## config.mk

```make
export PLATFORM = sky130hd
export DESIGN_NAME = pipe_stage_buf
export DESIGN_NICKNAME = d
export VERILOG_FILES = /design/src/rtl/pipe_stage_buf_pkg.sv /design/src/rtl/pipe_entry_reg.sv /design/src/rtl/pipe_stage_buf.sv
export SDC_FILE = /design/constraint.sdc
export NUM_CORES = 1
export LEC_CHECK = 0
export CORE_MARGIN = 5
export CORE_UTILIZATION = 45
export DETAILED_ROUTE_END_ITERATION = 7
export PLACE_DENSITY = 0.77
export SLEW_MARGIN = 20
export SYNTH_ARGS = -nofsm -noshare
export SYNTH_HDL_FRONTEND = slang
export SYNTH_HIERARCHICAL = 1
export SYNTH_SLANG_ARGS = --single-unit
```

## constraint.sdc

```tcl
create_clock -name clk -period 2.06 [get_ports clk]
set_clock_uncertainty 0.1 [all_clocks]
set_input_delay 0.309 -clock clk [delete_from_list [all_inputs] [get_ports clk]]
set_output_delay 0.309 -clock clk [all_outputs]
set_load 0.005 [all_outputs]
```

## src/rtl/pipe_stage_buf_pkg.sv

```systemverilog
// Shared definitions for the inter-stage pipeline buffers: control bit indices,
// default-width payload layout and the {main_v, skid_v} state encoding.
package pipe_pkg;

  localparam int unsigned CTRL_REGWRITE = 0;
  localparam int unsigned CTRL_MEMTOREG = 1;

  localparam int unsigned DEF_DATA_W = 32;
  localparam int unsigned DEF_RD_W   = 5;
  localparam int unsigned DEF_CTRL_W = 2;

  // Field order is the contract; pipe_stage_buf mirrors it at its own widths.
  typedef struct packed {
    logic [DEF_CTRL_W-1:0] ctrl;
    logic [DEF_DATA_W-1:0] data;
    logic [DEF_DATA_W-1:0] alu;
    logic [DEF_RD_W-1:0]   rd;
  } stage_payload_t;

  typedef enum logic [1:0] {
    StEmpty = 2'b00,
    StOne   = 2'b10,
    StFull  = 2'b11
  } state_e;

endpackage

```

## src/rtl/pipe_entry_reg.sv

```systemverilog
// Single payload register with load enable and synchronous clear.
module pipe_entry_reg #(
  parameter int unsigned WIDTH = 8
) (
  input  logic             clk,
  input  logic             clr,
  input  logic             load,
  input  logic [WIDTH-1:0] d,
  output logic [WIDTH-1:0] q
);

  logic [WIDTH-1:0] q_q;

  always_ff @(posedge clk) begin
    if (clr) begin
      q_q <= '0;
    end else if (load) begin
      q_q <= d;
    end
  end

  assign q = q_q;

endmodule

```

## src/rtl/pipe_stage_buf.sv

```systemverilog
// Inter-stage pipeline register with a 2-entry skid buffer, flush, bubble-gated
// control and a saturating stall counter.
module pipe_stage_buf
  import pipe_pkg::*;
#(
  parameter int unsigned DATA_W           = 32,
  parameter int unsigned RD_W             = 5,
  parameter int unsigned CTRL_W           = 2,
  parameter bit          ZERO_RD_SUPPRESS = 1'b1,
  parameter int unsigned CNT_W            = 16
) (
  input  logic              clk,
  input  logic              rst_n,
  input  logic              flush,
  input  logic              in_valid,
  output logic              in_ready,
  input  logic [CTRL_W-1:0] in_ctrl,
  input  logic [DATA_W-1:0] in_data,
  input  logic [DATA_W-1:0] in_alu,
  input  logic [RD_W-1:0]   in_rd,
  output logic              out_valid,
  input  logic              out_ready,
  output logic [CTRL_W-1:0] out_ctrl,
  output logic [DATA_W-1:0] out_data,
  output logic [DATA_W-1:0] out_alu,
  output logic [RD_W-1:0]   out_rd,
  output logic [CNT_W-1:0]  stall_cnt
);

  typedef struct packed {
    logic [CTRL_W-1:0] ctrl;
    logic [DATA_W-1:0] data;
    logic [DATA_W-1:0] alu;
    logic [RD_W-1:0]   rd;
  } payload_t;

  localparam int unsigned PAY_W = CTRL_W + 2 * DATA_W + RD_W;

  state_e           state_q, state_d;
  logic             in_ready_q, in_ready_d;
  logic [CNT_W-1:0] stall_q, stall_d;

  payload_t cap_pay, main_d, main_q, skid_q;
  logic     main_load, skid_load, main_from_skid;
  logic     main_v, in_fire, out_fire;

  assign main_v   = state_q[1];
  assign in_fire  = in_valid & in_ready_q;
  assign out_fire = main_v & out_ready;

  always_comb begin
    cap_pay.ctrl = in_ctrl;
    cap_pay.data = in_data;
    cap_pay.alu  = in_alu;
    cap_pay.rd   = in_rd;
    // Writes to x0 are dropped at capture so WB never sees them.
    if (ZERO_RD_SUPPRESS && (in_rd == '0)) begin
      cap_pay.ctrl[CTRL_REGWRITE] = 1'b0;
    end
  end

  always_comb begin
    state_d        = state_q;
    main_load      = 1'b0;
    skid_load      = 1'b0;
    main_from_skid = 1'b0;
    if (flush) begin
      state_d = StEmpty;
    end else begin
      unique case (state_q)
        StEmpty: begin
          if (in_fire) begin
            state_d   = StOne;
            main_load = 1'b1;
          end
        end
        StOne: begin
          if (in_fire && out_fire) begin
            main_load = 1'b1;
          end else if (in_fire) begin
            state_d   = StFull;
            skid_load = 1'b1;
          end else if (out_fire) begin
            state_d = StEmpty;
          end
        end
        StFull: begin
          if (out_fire) begin
            state_d        = StOne;
            main_load      = 1'b1;
            main_from_skid = 1'b1;
          end
        end
        default: state_d = StEmpty;
      endcase
    end
  end

  assign main_d     = main_from_skid ? skid_q : cap_pay;
  assign in_ready_d = (state_d != StFull);

  always_comb begin
    stall_d = stall_q;
    if (main_v && !out_ready && (stall_q != '1)) begin
      stall_d = stall_q + 1'b1;
    end
  end

  always_ff @(posedge clk) begin
    if (!rst_n) begin
      state_q    <= StEmpty;
      in_ready_q <= 1'b1;
      stall_q    <= '0;
    end else begin
      state_q    <= state_d;
      in_ready_q <= in_ready_d;
      stall_q    <= stall_d;
    end
  end

  pipe_entry_reg #(
    .WIDTH(PAY_W)
  ) u_main (
    .clk  (clk),
    .clr  (!rst_n),
    .load (main_load),
    .d    (main_d),
    .q    (main_q)
  );

  pipe_entry_reg #(
    .WIDTH(PAY_W)
  ) u_skid (
    .clk  (clk),
    .clr  (!rst_n),
    .load (skid_load),
    .d    (cap_pay),
    .q    (skid_q)
  );

  assign in_ready  = in_ready_q;
  assign out_valid = main_v;
  assign out_ctrl  = main_q.ctrl & {CTRL_W{main_v}};
  assign out_data  = main_q.data;
  assign out_alu   = main_q.alu;
  assign out_rd    = main_q.rd;
  assign stall_cnt = stall_q;

endmodule
```

==> flow_metrics.py <==
metrics = {
    "cells_and_area": {
        "stdcell_count": 1037,
        "drive_above_1_share": 0.168,
        "nFillCells": 1183,
        "final_nets": 914,
        "areaGrowthSynthToFinish_pct": 37.2,
        "antenna_cells": 0,
    },
    "detailed_routing": {
        "drtIter0Drc": 257,
        "drcViolationCount": 0,
        "dr_total_vias": 5315,
        "routed_wl_mm": 16.4,
        "dr.pass1.iters": 4,
        "avgRoutedWirePerCell_um": 15.8,
        "viasPerCell": 5.13,
        "antenna_left": 0,
    },
    "place": {
        "dp_worst_setup_slack_ps": -130,
        "place.gp.congestion": 0.872,
        "portBuffers": 164,
        "place_inst": 1006,
        "dp_hpwl_mm": 11.6,
    },
    "global_routing": {
        "antenna_found_initial": 0,
        "grt_max_degree": 94,
        "grt_use_total": 0.184,
        "grt_pass1_wl_mm": 27.2,
        "grt_overflow": 0,
        "grt_pass1_vias": 5501,
    },
    "timing": {
        "period_share": 0.930,
        "slew_headroom": 0.664,
        "min_period_ps": 1910,
        "drv_slew": 0,
        "max_freq_mhz": 522,
        "finalHoldViolCount": 0,
        "fin_ws_ps": 145,
        "setup_tns_ps": 0,
        "tightest_slew_ps": 500,
        "grt_setup_unrepaired": "false",
        "setup_violations": 0,
    },
    "power_and_ir_drop": {
        "p_per_area_nw_per_um2": 749,
        "p_leak_uw": 0.00347,
        "ir_worst_vdd_mv": 0.512,
    },
    "critical_path": {
        "crit_arrival_ps": 1510,
        "timing.critical_path.cells": "and2_1 -> clkdlybuf4s50_1",
        "crit_start": "state_q[1]",
        "cp-end-kind": "output port",
        "cp.buffers_inverters": 1,
        "crit_type": "register to output port",
        "reg2reg_from": "stall_cnt[11]",
        "slowest_stage": "clkdlybuf4s50_1",
        "cp_max_fo": 9,
        "critPathTopFamily": "buffers and inverters",
        "startpoint_type": "register",
        "max_stage_delay_ps": 500,
        "critical_path_required_ps": 1650,
    },
    "synth": {
        "synthCells": 658,
        "async_reset_ff_frac": 0,
        "yosysSeqAreaShare": 0.466,
        "syn_avg_cell_area_sq_um": 10.5,
        "synth-warning-count": 6,
        "ys_types": 39,
        "synth.ff_latch_count": 161,
        "syn-num-nets": 735,
        "synth_area_sq_um": 6910,
        "ys.flop_type": "dfxtp_1",
        "synth-edff-count": 0,
    },
    "die": {
        "num_rows": 45,
        "core_sq_um": 15100,
        "ios": 165,
        "initial_core_util": 0.457,
        "die_area_sq_um": 17900,
        "chipWidth_um": 134,
        "fp.dieH_um": 134,
    },
    "clock_tree": {
        "cts_buffers": 17,
        "insertion_delay_ps": 410,
        "clkSinkCount": 161,
        "cts_tree": "done",
        "htreeDepth": 4,
        "root_buffer": "clkbuf_16",
        "cts_buffer_depth": 2,
        "path_clk_slew_ps": 60,
    },
    "min_path": {
        "hp-class": "register to register",
        "hold_start": "u_skid/q[22]",
    },
    "outcome": {
        "run_status": "finished, final reports clean",
    },
    "job": {
        "drv_cap": 0,
    },
}
repair_timing:
action / CTS / global route
setup buffers: 0 / 0
endpoints found under the setup margin: 1 / 0
resized for setup: 1 / 0
hold buffers: 0 / 0
registers in the layout, summed over array words and instances (netlist names):
name       flops
state_q        2
in_ready       1
stall_cnt     16
u_skid/q      71
u_main/q      71
worst min-delay path: stages (launching register included):
cell	delay (ps)
dfxtp_1	320
mux2i_1	60
nor2_1	70
placed cells by master (no fill, tap or decap), types with 2 or more instances in the layout:
| cell | n |
|---|---|
| clkbuf_8 | 2 |
| buf_4 | 27 |
| clkbuf_1 | 3 |
| nand4b_1 | 3 |
| clkinvlp_4 | 2 |
| o21ai_0 | 6 |
| nand2_1 | 11 |
| clkinv_4 | 2 |
| clkinv_2 | 2 |
| or4_1 | 2 |
| o21a_1 | 3 |
| nand3_1 | 6 |
| nor3_1 | 5 |
| nand3b_1 | 2 |
| nand2b_1 | 4 |
| mux2_2 | 71 |
| nor2b_1 | 2 |
| nor2_1 | 150 |
| mux2i_1 | 148 |
| nand4_1 | 6 |
| a21oi_1 | 9 |
| and2_1 | 2 |
| a211oi_1 | 2 |
| dfxtp_1 | 160 |
| clkdlybuf4s50_1 | 164 |
| buf_12 | 11 |
| bufinv_16 | 3 |
| or3_1 | 2 |
| clkbuf_16 | 17 |
| nor4_1 | 2 |
| inv_1 | 3 |
layer usage:
layer | part of all wire | GRT usage | up-vias
met5 | 0 | 0 | -
met4 | 0.012 | 0.0514 | 0
met1 | 0.43 | 0.224 | 2518
li1 | - | - | 2631
met3 | 0.058 | 0.0491 | 21
met2 | 0.50 | 0.322 | 145
area by class of cell:
class                      count  area [sq um]  share of cell area
inverter                       4          17.5             0.00185
timing repair buffer         202          2060               0.218
multi-input combinational    451          3350               0.353
clock buffer                  22           464              0.0489
sequential                   161          3220               0.340
tap                          188           235              0.0248
clock inverter                 9           133              0.0140
cells by family (layout without fill, tap and decap cells):
kind of cell    Yosys count  after routing  share of synthesized area
compound gates           26             26                     0.0232
fa+ha+maj                 1              1                    0.00181
buf+inv                  46            237                     0.0503
flops                   161            161                      0.466
mux                     219            219                      0.330
simple gates            205            205                      0.129
through the flow:
| stage | hold WS [ps] | total power [uW] | instance area (sq um) | util |
|---|---|---|---|---|
| floorplan | 352 | 3630 | 6910 | - |
| global placement | 368 | 3990 | 8890 | 0.587 |
| detailed placement | 382 | 4010 | 8890 | 0.587 |
| CTS | 397 | 7190 | 9490 | 0.627 |
| global route | 407 | 7390 | 9490 | 0.627 |
| finish | 389 | 7110 | 9490 | 0.627 |
cells in the mapped netlist, drive strengths merged, types with 3 or more instances:
master / instances / share of area
buf: 17 / 0.034
nand2b: 4 / 0.0036
nor4: 3 / 0.0036
nor3: 6 / 0.0043
o21ai: 6 / 0.0043
inv: 4 / 0.0022
a21oi: 9 / 0.0065
mux2i: 148 / 0.21
nand2: 11 / 0.0060
nand4: 6 / 0.0054
nor2: 150 / 0.081
nand3: 6 / 0.0043
and2: 3 / 0.0027
clkbuf: 25 / 0.014
mux2: 71 / 0.12
o21a: 3 / 0.0033
nand4b: 3 / 0.0038
dfxtp: 161 / 0.47
power by group:
part	switching [uW]	internal [uW]
Combinational	269	428
Sequential	48.8	3200
Clock	1200	1960
Total	1520	5590
final timing paths:
check	to	slack (ps)	cells past startpoint
max	out_ctrl[0]	150	2
min	u_skid/q[22]	390	2
max reg2reg	stall_cnt[2]	150	4
min reg2reg	u_skid/q[22]	390	2
Power figures use the tool's default switching activity.
==> patch (same settings) <==
`CTRL_W`: 2 -> 3.
--- a/src/rtl/pipe_stage_buf.sv
+++ b/src/rtl/pipe_stage_buf.sv
@@ -6,5 +6,5 @@
   parameter int unsigned DATA_W           = 32,
   parameter int unsigned RD_W             = 5,
-  parameter int unsigned CTRL_W           = 2,
+  parameter int unsigned CTRL_W           = 3,
   parameter bit          ZERO_RD_SUPPRESS = 1'b1,
   parameter int unsigned CNT_W            = 16
Ports: changed (resized in_ctrl and out_ctrl); port bits go from 165 to 167. The function was not compared with the original's and may differ.
==> patch against the unedited design <==
- synthesized area is 0.96% higher
- synthesized cell count is 0.46% lower
- sequential cell count is 2 higher
- non-clock buffer count is 8 higher
- routed wire length is 0.88% higher
- hold slack better by 0.0012 ns
- cell area is 1.6% higher
- first-iteration DRC count is 25% lower
- cell count is 0.48% higher
- sequential power is 1% higher
- worst setup slack worse by 0.019 ns
- power is 3.8% higher
- critical endpoint is now stall_cnt[1]$_SDFFE_PN0P_
==> patch: results (changes against the unedited design) <==
status finished clean; number of buffers added on ports 166 (+1.2%); cell area after placement 8980 µm² (+1.0%); Reg2Reg Setup Slack 0.13 ns (-0.02 ns); vias in the first global route 5,447 (-0.98%); gr ovfl total 0 (unchanged); Clock Path Buffers 2 (unchanged); largest net degree at the start of global routing 69 (-27%); initial antenna violation count 0 (unchanged); slowest CP cell o41ai_4; initial DRC count 192 (-25%); Hold Startpoint u_main/q[43]$_SDFFE_PP0P_; PwrDens 765 nW/µm² (+2.2%); worst r2r dst stall_cnt[1]$_SDFFE_PN0P_; Yosys warning total 6 (unchanged); crit path max fanout 12 (+3); CTS root buf clkbuf_16; Hold/Removal Path Class reg2reg; Clock H-tree levels 4 (unchanged); clk slew on worst S/H paths 0.07 ns; sequential share of the synthesized area 0.467 (+0.00131); synth top area cells dfxtp_1 47%, mux2i_1 21%, mux2_2 12%; setup tns final 0 ns (unchanged); hold slack 0.390 ns (+0.00116 ns); layout net count 919 (+0.55%); Worst VDD drop 598 µV (+17%); hold path depth 2 (unchanged); clk_lat worst skew 0.42 ns; All-Layer GR Usage 0.183 (-0.00145); synth cell count leaders 163 x dfxtp_1, 150 x nor2_1, 145 x mux2i_1; post-DP HPWL 11.7 mm (+0.50%); CTS Buf Count 17 (unchanged); Hold Path Sink u_main/q[43]$_SDFFE_PP0P_; Max-slew headroom 0.766 (+0.103); met3 GRT Util 0.0566 (+0.00749); CP max stage delay 0.37 ns (-0.13 ns); DR pass1 iterations 4 (unchanged); vias 5,348 (+0.62%); Synth cell types 36 (-7.7%); FFs w/ async S/R, synth 0 (unchanged); final wirelength 16.6 mm (+0.88%); first-pass GRT wire length 26.9 mm (-1.2%); layout cell share with drive strength beyond 1 0.180 (+0.0119); met1 usage 0.215 (-0.00965); n_diodes 0 (unchanged); Leakage Power 3.56 nW (+2.7%); Synthesized Nets 733 (-0.27%); Reg2Reg Launch Point stall_cnt[0]$_SDFFE_PN0P_; worst r2r path cells 7 (+3); fillers 1,190 (+0.59%); met2 usage in global routing 0.324 (+0.00201); GPL Wtd Cong 0.764 (-12%)
==> patch: through the flow <==
step / setup slack (ns) / std cells
floorplan: 0.185 / 655
global placement: -0.105 / 1009
detailed placement: -0.104 / 1009
CTS: 0.0474 / 1042
global route: 0.0258 / 1042
finish: 0.127 / 1042
==> patch: layer usage <==
metal,up-vias,part of all wire
met5,-,0
met3,18,0.052
li1,2627,-
met1,2576,0.43
met4,0,0.0098
met2,127,0.51
==> patch: critical path: cells and delay by family, from the launching register on <==
family | cells | cell delay, ns
flip-flops | 1 | 0.33
multiplexers | 1 | 0.18
AO/OA/AOI/OAI | 1 | 0.37
AND/OR/NAND/NOR | 2 | 0.23
buffers and inverters | 2 | 0.38
adder cells (fa/ha/maj) | 1 | 0.22
==> patch: final cells by class <==
type | count | area share
multi-input combinational | 446 | 0.348
sequential | 163 | 0.339
timing repair buffer | 210 | 0.221
clock buffer | 21 | 0.0488
tap | 188 | 0.0244
clock inverter | 11 | 0.0182
inverter | 3 | 0.00143
==> patch: what timing repair did <==
item | 4_1_cts | 5_1_grt
gates cloned | 0 | 0
buffers inserted | 1 | 0
endpoints found under the setup margin | 3 | 1
resized for setup | 0 | 1
pin swaps | 1 | 0
==> patch: cells by family after synthesis <==
family / synth area share
mux: 0.324
compound gates: 0.0280
buf+inv: 0.0538
fa+ha+maj: 0.00179
flops: 0.467
simple gates: 0.122
xor+xnor: 0.00251
==> patch: power breakdown <==
part | leakage, nW | switching (mW) | total [mW] | internal (mW)
Combinational | 1.93 | 0.269 | 0.699 | 0.431
Sequential | 1.32 | 0.0480 | 3.29 | 3.24
Clock | 0.310 | 1.26 | 3.39 | 2.13
Total | 3.56 | 1.57 | 7.38 | 5.80
==> patch: worst max-delay path by stage <==
stage / start / endpoint / slack [ns] / cells past startpoint
floorplan: stall_cnt[0]$_SDFFE_PN0P_ / stall_cnt[1]$_SDFFE_PN0P_ / 0.19 / 7
global placement: in_rd[1] / u_main/q[69]$_SDFFE_PP0P_ / -0.10 / 6
detailed placement: in_rd[1] / u_main/q[69]$_SDFFE_PP0P_ / -0.10 / 6
CTS: state_q[1]$_SDFF_PN0_ / out_ctrl[1] / 0.05 / 2
global route: stall_cnt[0]$_SDFFE_PN0P_ / stall_cnt[1]$_SDFFE_PN0P_ / 0.03 / 7
finish: stall_cnt[0]$_SDFFE_PN0P_ / stall_cnt[1]$_SDFFE_PN0P_ / 0.13 / 7
